===== src/rtl/prog_divider.sv =====
`default_nettype none
// +----------------------------------------------------------------------------+
// | Module      : prog_divider                                                 |
// | Description : 50%-duty clock divider with tick/rise strobes, three fixed   |
// |               ratios and one programmable ratio, switched glitch-free at   |
// |               full-period boundaries.                                      |
// | Revision    : 1.0 - initial release                                        |
// +----------------------------------------------------------------------------+
module prog_divider #(
  parameter int unsigned      WIDTH      = 32,
  parameter logic [WIDTH-1:0] HALF0      = WIDTH'(6249999),
  parameter logic [WIDTH-1:0] HALF1      = WIDTH'(24999999),
  parameter logic [WIDTH-1:0] HALF2      = WIDTH'(0),
  parameter logic [WIDTH-1:0] PROG_RESET = WIDTH'(12499999)
) (
  input  logic             cin,
  input  logic             rst,
  input  logic             en,
  input  logic [1:0]       fm,
  input  logic             ld,
  input  logic [WIDTH-1:0] ld_val,
  output logic             cout,
  output logic             tick,
  output logic             rise,
  output logic             pending
);

  localparam logic [1:0] C_MODE_PROG = 2'd3;

  logic [WIDTH-1:0] c_q, c_d;
  logic [WIDTH-1:0] act_h_q, act_h_d;
  logic [1:0]       act_m_q, act_m_d;
  logic [WIDTH-1:0] prog_h_q, prog_h_d;
  logic             cout_q, cout_d;
  logic             tick_q, tick_d;
  logic             rise_q, rise_d;
  logic [WIDTH-1:0] req_h;

  // Requested terminal uses prog_h before any same-edge load.
  always_comb begin
    case (fm)
      2'd0:    req_h = HALF0;
      2'd1:    req_h = HALF1;
      2'd2:    req_h = HALF2;
      default: req_h = prog_h_q;
    endcase
  end

  always_comb begin
    c_d      = c_q;
    act_h_d  = act_h_q;
    act_m_d  = act_m_q;
    cout_d   = cout_q;
    tick_d   = 1'b0;
    rise_d   = 1'b0;
    prog_h_d = ld ? ld_val : prog_h_q;

    if (!en) begin
      // Idle: ratio requests are applied immediately.
      c_d     = '0;
      cout_d  = 1'b0;
      act_m_d = fm;
      act_h_d = req_h;
    end else if (c_q == act_h_q) begin
      c_d    = '0;
      cout_d = ~cout_q;
      tick_d = 1'b1;
      rise_d = ~cout_q;
      // High->low toggle closes a full period: safe point to switch ratio.
      if (cout_q) begin
        act_m_d = fm;
        act_h_d = req_h;
      end
    end else begin
      c_d = c_q + 1'b1;
    end
  end

  always_ff @(posedge cin) begin
    if (rst) begin
      c_q      <= '0;
      act_h_q  <= HALF0;
      act_m_q  <= 2'd0;
      prog_h_q <= PROG_RESET;
      cout_q   <= 1'b0;
      tick_q   <= 1'b0;
      rise_q   <= 1'b0;
    end else begin
      c_q      <= c_d;
      act_h_q  <= act_h_d;
      act_m_q  <= act_m_d;
      prog_h_q <= prog_h_d;
      cout_q   <= cout_d;
      tick_q   <= tick_d;
      rise_q   <= rise_d;
    end
  end

  assign cout    = cout_q;
  assign tick    = tick_q;
  assign rise    = rise_q;
  assign pending = en & ((fm != act_m_q) |
                         ((act_m_q == C_MODE_PROG) & (fm == C_MODE_PROG) &
                          (prog_h_q != act_h_q)));

endmodule
`default_nettype wire


===== config.mk =====
export PLATFORM = sky130hd
export DESIGN_NAME = prog_divider
export DESIGN_NICKNAME = d
export VERILOG_FILES = /design/src/rtl/prog_divider.sv
export SDC_FILE = /design/constraint.sdc
export NUM_CORES = 1
export LEC_CHECK = 0
export CAP_MARGIN = 20
export CORE_MARGIN = 1.5
export CORE_UTILIZATION = 45
export DETAILED_ROUTE_END_ITERATION = 12
export SKIP_CTS_REPAIR_TIMING = 1
export SYNTH_ARGS = -nofsm -noshare
export SYNTH_HDL_FRONTEND = slang
export SYNTH_SLANG_ARGS = --single-unit
export TNS_END_PERCENT = 10

===== constraint.sdc =====
create_clock -name cin -period 4.55 [get_ports cin]
set_input_delay 1.365 -clock cin [delete_from_list [all_inputs] [get_ports cin]]
set_output_delay 1.365 -clock cin [all_outputs]
set_load 0.01 [all_outputs]

After elaboration in Yosys (flattened, before gate mapping) --
Cells that the tools add are included.
Word-level totals: bits in registers 101, input port bits 38, output and inout port bits 4, word-level logic and storage cells 37
Operators by class: add/subtract/negate cells 1, equality and inequality tests 9, mux-type cells 8, bitwise gates (word level) 7, reduce and logical (&&, ||, !) cells 5
Operator list (count):
- $mux W32 | 3
- $pmux W32 S3 | 1
- $add A32 B1 Y32 const B | 1
- $eq A32 B32 Y1 | 1
- $ne A32 B32 Y1 | 1
- $eq A2 B2 Y1 const B | 3
- $mux W2 | 3
- $reduce_or A3 Y1 | 2
- $ne A2 B1 Y1 const B | 2
- $and A1 B1 Y1 | 3
- $not A1 Y1 | 3
- $eq A2 B1 Y1 const B | 1
- $logic_not A2 Y1 | 1
- $ne A2 B2 Y1 | 1
- $reduce_and A2 Y1 | 1
- $reduce_or A2 Y1 | 1
- $mux W1 | 1
- $or A1 B1 Y1 | 1

Longest topological paths before layout --
Gate-level depths: netlist of run 1.
depth after elaboration 5, depth in mapped cells 6, gate-level depth less buffers 6

Worst setup path after synthesis of run 1 --
Ideal clock, no wire load.
kind input to output, from input port fm[0], to output port pending, arrival 2.391 ns, data required time 3.185 ns, path slack 0.794 ns, cell stages on the path 6, buffers on the path 2, cell sequence clkbuf_1 > clkbuf_1 > nor2_1 > nand3_1 > o311ai_0 > a21oi_1
On the way: cells in the longest elaborated chain, start to end 5, elaborated cells between the ends (all ways) 6, classes of those cells eq/ne (2); bitwise (4)
Ends and longest elaborated chain:
- start: declaration | line 19 | input logic [1:0] fm,
- $eq A2 B2 Y1 | line 103 | ((act_m_q == C_MODE_PROG) & (fm == C_MODE_PROG) &
- $and A1 B1 Y1 (2 in a row) | line 103
- $or A1 B1 Y1 (*) | line 102 | assign pending = en & ((fm != act_m_q) |
- $and A1 B1 Y1 (*) | line 102
- end: declaration | line 25 | output logic pending
Mark *: on every way between the ends. The rest lies on a longest branch, timed or not.

Worst setup path after layout of run 1 --
Ends and elaborated chain as after synthesis.

==> reports/qor.yml, run 1 <==
dp_hpwl_um: 10240
die_w_um: 110.1
yosysTopAreaCell: "dfxtp_1"
finalCriticalPeriod_ps: 4399
met1_usage: 0.3596
status: "completed"
dieArea_mm2: 0.01213
r2r_start: "c_q[8]"
via_per_inst: 5.965
hold_viol_final: 0
cp_cell_sequence: "clkdlybuf4s50_1 > and2_1 > nand4_1 > nor3_1 > a21oi_1 > clkdlybuf4s50_1"
routabilityCongestion: 0.9064
core_mm2: 0.01103
fmax_mhz: 227.3
rsz0062_at_grt: "false"
ant_nets: 0
use_met3: 0.04703
hold_class: "reg -> reg"
areaGrowthSynthToFinish_pct: 16.16
clock-sinks: 101
grt_overflow: 0
ys_warn_count: 0
critPathMostFrequentCell: "clkdlybuf4s50_1"
wl_per_cell_um: 19.05
drt_iter0_markers: 334
path_clk_slew_ps: 70
clock_latency_ps: 360
nNetsFinal: 658
p_leak_nw: 2.237
die_h_um: 110.1
grt_antenna_before_repair: 0
grt_most_used_layer: "met2"
track_usage: 0.2634
cpMaxStageDelayCell: "clkdlybuf4s50_1"
power.density_mw_per_mm2: 323.1
slowest_delay_ps: 590
maxSlewViolCount: 0
numPortBuffers: 41
max_cap_violations: 0
regToRegSetupSlack_ps: 1830
cp-start-kind: "primary input"
crit_type: "in -> out"
cp.required_ps: 3180
period_share: 0.9668
postSynthAreaPerCell_um2: 8.737
clock_tree.root_cell: "clkbuf_16"
yosysSeqAreaShare: 0.3916
critPathMaxFanout: 4
n_fill_cell: 1059
h-tree-depth: 3
drt-pass1-iter-count: 5
io_pins: 42
critPathLaunch: "fm[0]"
antenna_cells: 0
crit_arrival_ps: 3030
grt_pass1_wl_um: 23810
maxSlewHeadroom: 0.3233
drc: 0
min_from: "c_q[0]"
syn_inst: 591
synth_area_mm2: 0.005164
cts_tree: "done"
cts_buffers: 9
clock_skew_ps: 4.618
grt_pass1_vias: 4370
vias: 4557
cp_top_family: "buffers and inverters"
setup_viol: 0
cts.path.max_buffers: 2
total_power_w: 0.001938
cp-end-kind: "primary output"
synth_cell_types: 41
drive_above_1_share: 0.06731
synth_top_area_frac: 0.3916
fin_tns_setup_ps: 0
ys_ff_latch: 101
drt_wl_total_um: 14560
ir_drop_uv: 289.7
whs_ps: 492.1
grt_util_met2: 0.4126
start_util: 0.4681
synth_nets: 630
tightestPinTransition_ps: 1013
synth_area_leaders: "dfxtp_1 (39%), xor2_1 (11%), mux2i_1 (6.2%)"
rows: 38
path_buf_inv: 2
grt_start_max_net_pins: 33
-- logic make-up after synthesis --
| logic type | Yosys count | synth area share |
|---|---|---|
| multiplexers | 32 | 0.06203 |
| flip-flops | 101 | 0.3916 |
| buffers and inverters | 46 | 0.03465 |
| XOR/XNOR | 90 | 0.1527 |
| AND/OR/NAND/NOR | 238 | 0.2321 |
| AO/OA/AOI/OAI | 83 | 0.1245 |
| adder cells (fa/ha/maj) | 1 | 0.002423 |
-- sequential cells by signal (all words and copies together), names as in the netlist --
| register | flops |
|---|---|
| act_h_q | 32 |
| c_q | 32 |
| prog_h_q | 32 |
| act_m_q | 2 |
| cout | 1 |
| rise | 1 |
| tick | 1 |
-- cell usage in the layout (no fill, tap or decap), drive strengths merged, types with 15 or more instances in the layout --
| cell type | n |
|---|---|
| dfxtp | 101 |
| xor2 | 65 |
| nor2 | 65 |
| nand2 | 47 |
| nand3 | 43 |
| clkdlybuf4s50 | 40 |
| mux2i | 32 |
| xnor2 | 25 |
| nor3 | 21 |
| buf | 18 |
| a311oi | 15 |
-- worst register-to-register path, delay by kind of cell (launching register included) --
kind	cells	cell delay, ps
AO/OA/AOI/OAI	1	540
XOR/XNOR	1	120
flip-flops	1	510
AND/OR/NAND/NOR	3	1440
-- routing by layer --
| metal | wire length [um] | vias to the layer above |
|---|---|---|
| met5 | 0 | - |
| met2 | 6643 | 171 |
| met3 | 933 | 20 |
| met1 | 6603 | 2178 |
| met4 | 376 | 0 |
| li1 | - | 2188 |
-- synth_stat cells, drive strengths merged --
cell type	instances
nand3	43
nor2b	3
nor2	65
nor3	21
dfxtp	101
nand4	14
and3	10
ha	1
inv	5
clkbuf	31
a311oi	15
o311ai	3
a21oi	10
nand2	47
nor4	14
o21ai	6
xnor2	25
a32o	12
and4	5
mux2i	32
nand4b	1
or4	1
nor3b	2
buf	10
nand2b	5
o31ai	14
a22o	3
a31oi	8
xor2	65
o211ai	5
and2	3
or3	4
o2111ai	7
-- per-stage QoR --
stage	instances	util	cell area [um2]	setup slack [ps]
3_5_place_dp	747	0.5175	5708	155.4
4_1_cts	763	0.5431	5991	154.6
6_report	764	0.5438	5998	151.2
2_1_floorplan	591	-	5164	793.7
5_1_grt	764	0.5438	5998	42.83
3_3_place_gp	747	0.5175	5708	203.1
-- final cells by class --
type | count | area, um2 | area share
timing repair buffer | 58 | 533.0 | 0.08886
multi-input combinational | 444 | 2967 | 0.4946
tap | 140 | 175.2 | 0.02920
clock buffer | 10 | 229.0 | 0.03817
inverter | 5 | 18.77 | 0.003129
clock inverter | 6 | 53.80 | 0.008970
sequential | 101 | 2022 | 0.3371
-- final timing paths --
| path | end | cells past startpoint |
|---|---|---|
| max | pending | 6 |
| min | c_q[0] | 1 |
| max reg2reg | act_m_q[0] | 5 |
| min reg2reg | c_q[0] | 1 |
-- power by group --
| part | leakage [nW] | internal (W) | switching, W | total (W) |
|---|---|---|---|---|
| Combinational | 1.28 | 0.000107 | 0.000109 | 0.000217 |
| Sequential | 0.826 | 0.000921 | 0.0000535 | 0.000975 |
| Clock | 0.136 | 0.000381 | 0.000366 | 0.000747 |
| Total | 2.24 | 0.00141 | 0.000529 | 0.00194 |
Power figures use the tool's default switching activity.
==> run 2: changes to the inputs <==
--- a/config.mk
+++ b/config.mk
@@ -9,6 +9,8 @@
 export CORE_MARGIN = 1.5
 export CORE_UTILIZATION = 45
 export DETAILED_ROUTE_END_ITERATION = 12
+export MAX_ROUTING_LAYER = met4
+export PLACE_DENSITY_LB_ADDON = 0.3
 export SKIP_CTS_REPAIR_TIMING = 1
 export SYNTH_ARGS = -nofsm -noshare
 export SYNTH_HDL_FRONTEND = slang
==> run 2 against run 1 <==
First-iteration DRC count up 16%. Design area grew 0.13%. Worst hold slack improved by 7.0 ps. Utilization is 0.068 points higher. Fmax grew 1.9%. Clock-buffer cell count is the same. Critical path type unchanged. Largest power group unchanged. Highest routed layer unchanged.
==> reports/qor.yml, run 2 (synthesized netlist as in run 1, its figures left out) <==
status: "completed"  # unchanged
cp-end-kind: "primary output"  # unchanged
grt_pass1_wl_um: 22180  # was 23810 um
numPortBuffers: 41  # unchanged
n_fill_cell: 983  # was 1059
total_power_w: 0.001918  # was 0.001938 W
vias: 4579  # was 4557
track_usage: 0.2475  # was 0.2634
clock-sinks: 101  # unchanged
fin_tns_setup_ps: 0  # unchanged
clock_latency_ps: 350  # was 360 ps
clock_tree.root_cell: "clkbuf_16"  # unchanged
cts_buffers: 9  # unchanged
die_w_um: 110.1  # unchanged
rsz0062_at_grt: "false"  # unchanged
layout_commonest_cell: "dfxtp_1"  # unchanged
max_cap_violations: 0  # unchanged
slowest_delay_ps: 550  # was 590 ps
routabilityCongestion: 0.8622  # was 0.9064
dieArea_mm2: 0.01213  # unchanged
fin_util: 0.5445  # was 0.5438
via_per_inst: 6.001  # was 5.965
h-tree-depth: 3  # unchanged
io_pins: 42  # unchanged
cp_cell_sequence: "clkdlybuf4s50_1 > and2_1 > nand4_1 > nor3_1 > a21oi_1 > clkdlybuf4s50_1"  # unchanged
core_mm2: 0.01103  # unchanged
drt_iter0_markers: 389  # was 334
drt-pass1-iter-count: 6  # was 5
cpMaxStageDelayCell: "clkdlybuf4s50_1"  # unchanged
antenna_cells: 0  # unchanged
grt_pass1_vias: 4222  # was 4370
p_leak_nw: 2.240  # was 2.237 nW
tightestPinTransition_ps: 956.5  # was 1013 ps
drt_wl_total_um: 13800  # was 14560 um
critPathMaxFanout: 4  # unchanged
drc: 0  # unchanged
die_h_um: 110.1  # unchanged
cts.path.max_buffers: 2  # unchanged
crit_type: "in -> out"  # unchanged
ir_drop_uv: 225.6  # was 289.7 uV
nNetsFinal: 657  # was 658
wl_per_cell_um: 18.08  # was 19.05 um
hold_viol_final: 0  # unchanged
crit_arrival_ps: 2950  # was 3030 ps
fmax_mhz: 231.6  # was 227.3 MHz
start_util: 0.4681  # unchanged
grt_start_max_net_pins: 33  # unchanged
setup_viol: 0  # unchanged
finalCriticalPeriod_ps: 4318  # was 4399 ps
drive_above_1_share: 0.06742  # was 0.06731
layout_common_cells: "dfxtp_1 (101), xor2_1 (65), nor2_1 (65), nand2_1 (47), nand3_1 (41)"  # unchanged
grt_antenna_before_repair: 0  # unchanged
dp_hpwl_um: 9625  # was 10240 um
whs_ps: 499.0  # was 492.1 ps
maxSlewViolCount: 0  # unchanged
rows: 38  # unchanged
path_clk_slew_ps: 70  # about the same
largestRegisters: "act_h_q x32, c_q x32, prog_h_q x32"  # unchanged
clock_skew_ps: 8.418  # was 4.618 ps
grt_overflow: 0  # unchanged
placed_area_mm2: 0.005720  # was 0.005708 mm2
cts_tree: "done"  # unchanged
maxSlewHeadroom: 0.3608  # was 0.3233
power.density_mw_per_mm2: 319.3  # was 323.1 mW/mm2
cp.required_ps: 3180  # about the same
fin_area_mm2: 0.006006  # was 0.005998 mm2
critPathMostFrequentCell: "clkdlybuf4s50_1"  # unchanged
cp-start-kind: "primary input"  # unchanged
areaGrowthSynthToFinish_pct: 16.31  # was 16.16%
period_share: 0.9490  # was 0.9668
ant_nets: 0  # unchanged
hold_class: "reg -> reg"  # unchanged
## run 2: changes by cell type in the layout (fill, tap and decap cells not counted), sizes merged
cell / before / now
inv: 8 / 5
clkinv: 2 / 4
buf: 18 / 17
clkinvlp: 1 / 2
## run 2: report_power, final
| group | switching (W) | internal, W | leakage [nW] | total, W |
|---|---|---|---|---|
| Combinational | 0.000107 | 0.000109 | 1.28 | 0.000215 |
| Sequential | 0.0000545 | 0.000921 | 0.826 | 0.000976 |
| Clock | 0.000342 | 0.000384 | 0.134 | 0.000727 |
| Total | 0.000504 | 0.00141 | 2.24 | 0.00192 |
## run 2: path summary, 6_finish.rpt
kind | depth (start not counted) | slack (ps) | from | endpoint
hold / removal | 1 | 500 | c_q[0] | c_q[0]
setup / recovery | 6 | 230 | fm[0] | pending
hold reg to reg | 1 | 500 | c_q[0] | c_q[0]
setup reg to reg | 6 | 1330 | c_q[8] | act_h_q[30]
## run 2: per-stage QoR
stage                     instances  setup WS, ps
final                           763         231.8
after CTS                       762         232.7
after detailed placement        746         233.0
after global routing            763         140.5
after global placement          745         269.0
after floorplan                 591         793.7
## run 2: area by class of cell
class	count	area, um2	area share
sequential	101	2022	0.3367
clock buffer	10	239.0	0.03979
inverter	5	18.77	0.003125
multi-input combinational	444	2967	0.4940
clock inverter	6	38.79	0.006458
timing repair buffer	57	545.5	0.09083
tap	140	175.2	0.02917
## run 2: worst max-delay path: cells and delay by family
family,cells,cell delay [ps]
compound gates,1,90
buf+inv,2,1040
simple gates,3,460
## run 2: routing by layer
| metal | vias to the layer above | global-route usage | share of wire |
|---|---|---|---|
| met4 | 0 | 0.1145 | 0.029 |
| met3 | 35 | 0.03351 | 0.068 |
| met2 | 206 | 0.3656 | 0.46 |
| met5 | - | - | 0 |
| li1 | 2179 | - | - |
| met1 | 2159 | 0.3364 | 0.45 |
==> run 3: changes to the inputs <==
--- a/config.mk
+++ b/config.mk
@@ -6,7 +6,7 @@
 export NUM_CORES = 1
 export LEC_CHECK = 0
 export CAP_MARGIN = 20
-export CORE_MARGIN = 1.5
+export CORE_MARGIN = 1
 export CORE_UTILIZATION = 45
 export DETAILED_ROUTE_END_ITERATION = 12
 export MAX_ROUTING_LAYER = met4
==> run 3 against run 2 <==
Setup slack got worse by 58 ps. Critical path depth unchanged. Via count increased by 1.4%. Global-route usage increased by 1.3 points. Combinational power about the same. Sequential share of layout area decreased by 0.24 points. Largest power group unchanged. Clock-buffer cell count increased by 2. Worst hold slack improved by 19 ps. Flip-flop and latch count unchanged. Sequential power about the same. First-iteration DRC count decreased by 15%. Total power increased by 6.3%.
==> reports/qor.yml, run 3 (synthesized netlist as in run 1, its figures left out) <==
status: "completed"  # unchanged
hold_class: "reg -> reg"  # unchanged
hold_viol_final: 0  # unchanged
crit_type: "in -> out"  # unchanged
critPathMostFrequentCell: "clkdlybuf4s50_1"  # unchanged
register_area_mm2: 0.002022  # unchanged
fmax_mhz: 228.5  # was 231.6 MHz
p_sw_w: 0.0004977  # was 0.0005038 W
start_util: 0.4681  # unchanged
largestRegisters: "act_h_q x32, c_q x32, prog_h_q x32"  # unchanged
vias: 4642  # was 4579
path_clk_slew_ps: 70  # about the same
multi_input_area_mm2: 0.002967  # unchanged
path_buf_inv: 2  # unchanged
clock-sinks: 101  # unchanged
place_inst: 748  # was 746
rsz0062_at_grt: "false"  # unchanged
setup_viol: 0  # unchanged
die_h_um: 109.1  # was 110.1 um
cpMaxStageDelayCell: "clkdlybuf4s50_1"  # unchanged
grt_antenna_before_repair: 0  # unchanged
cp_cell_sequence: "clkdlybuf4s50_1 > and2_1 > nand4_1 > nor3_1 > a21oi_1 > clkdlybuf4s50_1"  # unchanged
cts.path.max_buffers: 2  # unchanged
drc: 0  # unchanged
cts_buffers: 9  # unchanged
period_share: 0.9618  # was 0.9490
tightestPinTransition_ps: 960.4  # was 956.5 ps
drt_wl_total_um: 14140  # was 13800 um
clockPowerShare: 0.414  # was 0.379
clock_latency_ps: 350  # about the same
rows: 38  # unchanged
drt_iter0_markers: 330  # was 389
power.density_mw_per_mm2: 336.8  # was 319.3 mW/mm2
cp_top_family: "buffers and inverters"  # unchanged
track_usage: 0.2608  # was 0.2475
ant_nets: 0  # unchanged
comb_power_share: 0.107  # was 0.112
ir_drop_uv: 198.0  # was 225.6 uV
grt_overflow: 0  # unchanged
dieArea_mm2: 0.01191  # was 0.01213 mm2
n_fill_cell: 1002  # was 983
io_pins: 42  # unchanged
maxSlewHeadroom: 0.3582  # was 0.3608
drt-pass1-iter-count: 5  # was 6
cp-end-kind: "primary output"  # unchanged
nNetsFinal: 659  # was 657
finalCriticalPeriod_ps: 4376  # was 4318 ps
layout_commonest_cell: "dfxtp_1"  # unchanged
dp_hpwl_um: 9837  # was 9625 um
via_per_inst: 6.068  # was 6.001
final_cells: 765  # was 763
clock_tree.root_cell: "clkbuf_16"  # unchanged
p_int_w: 0.001540  # was 0.001414 W
p_leak_nw: 2.269  # was 2.240 nW
slowest_delay_ps: 590  # was 550 ps
whs_ps: 518.5  # was 499.0 ps
die_w_um: 109.1  # was 110.1 um
clock_skew_ps: 9.549  # was 8.418 ps
layout_common_cells: "dfxtp_1 (101), xor2_1 (65), nor2_1 (65), nand2_1 (47), nand3_1 (41)"  # unchanged
critPathMaxFanout: 4  # unchanged
p_sw_frac: 0.2442  # was 0.2627
h-tree-depth: 3  # unchanged
cp.required_ps: 3180  # about the same
cp-start-kind: "primary input"  # unchanged
antenna_cells: 0  # unchanged
cts_tree: "done"  # unchanged
grt_pass1_wl_um: 22920  # was 22180 um
grt_start_max_net_pins: 33  # unchanged
areaGrowthSynthToFinish_pct: 17.16  # was 16.31%
p_seq_frac: 0.479  # was 0.509
routabilityCongestion: 0.8586  # was 0.8622
fin_tns_setup_ps: 0  # unchanged
core_mm2: 0.01103  # unchanged
grt_pass1_vias: 4452  # was 4222
crit_arrival_ps: 3010  # was 2950 ps
maxSlewViolCount: 0  # unchanged
max_cap_violations: 0  # unchanged
numPortBuffers: 41  # unchanged
drive_above_1_share: 0.06880  # was 0.06742
wl_per_cell_um: 18.48  # was 18.08 um
==> run 3: path summary, 6_finish.rpt <==
check,start,to,slack [ps],cells after the start
worst max register to register,c_q[8],act_m_q[1],1830,5
worst min-delay path,c_q[0],c_q[0],520,1
worst min register to register,c_q[0],c_q[0],520,1
worst max-delay path,fm[0],pending,170,6
==> run 3: cell type report <==
| type | instances | area share |
|---|---|---|
| multi-input combinational | 444 | 0.4904 |
| sequential | 101 | 0.3342 |
| inverter | 5 | 0.003102 |
| clock buffer | 12 | 0.04240 |
| tap | 140 | 0.02896 |
| clock inverter | 4 | 0.01158 |
| timing repair buffer | 59 | 0.08935 |
==> run 3: stage by stage <==
| stage | util | power, W | area, um2 | setup WS [ps] |
|---|---|---|---|---|
| after global routing | 0.5484 | 0.002112 | 6050 | 63.38 |
| final | 0.5484 | 0.002038 | 6050 | 173.7 |
| after floorplan | - | 0.001114 | 5164 | 793.7 |
| after global placement | 0.5181 | 0.001199 | 5715 | 211.0 |
| after CTS | 0.5478 | 0.002039 | 6042 | 170.3 |
| after detailed placement | 0.5181 | 0.001208 | 5715 | 175.1 |
==> run 3: worst register-to-register path: cells and delay by family, from the launching register on <==
kind,cells,cell delay [ps]
and+or+nand+nor,3,1340
AOI/OAI and AO/OA,1,600
DFF,1,520
xor gates and xnor gates,1,120
==> run 3: power groups by stage <==
stage               Sequential [W]  Combinational, W  Clock [W]
finish                    0.000977          0.000218   0.000843
global placement          0.000993          0.000207          0
CTS                       0.000975          0.000214   0.000850
floorplan                 0.000974          0.000140          0
detailed placement        0.000994          0.000213          0
global route              0.000979          0.000235   0.000898
==> run 3: metal layers <==
layer,GRT usage,up-vias,routed length (um)
met5,-,-,0
met4,0.1178,0,494
met3,0.05858,51,1155
met2,0.3895,214,6426
met1,0.3347,2195,6061
li1,-,2182,-
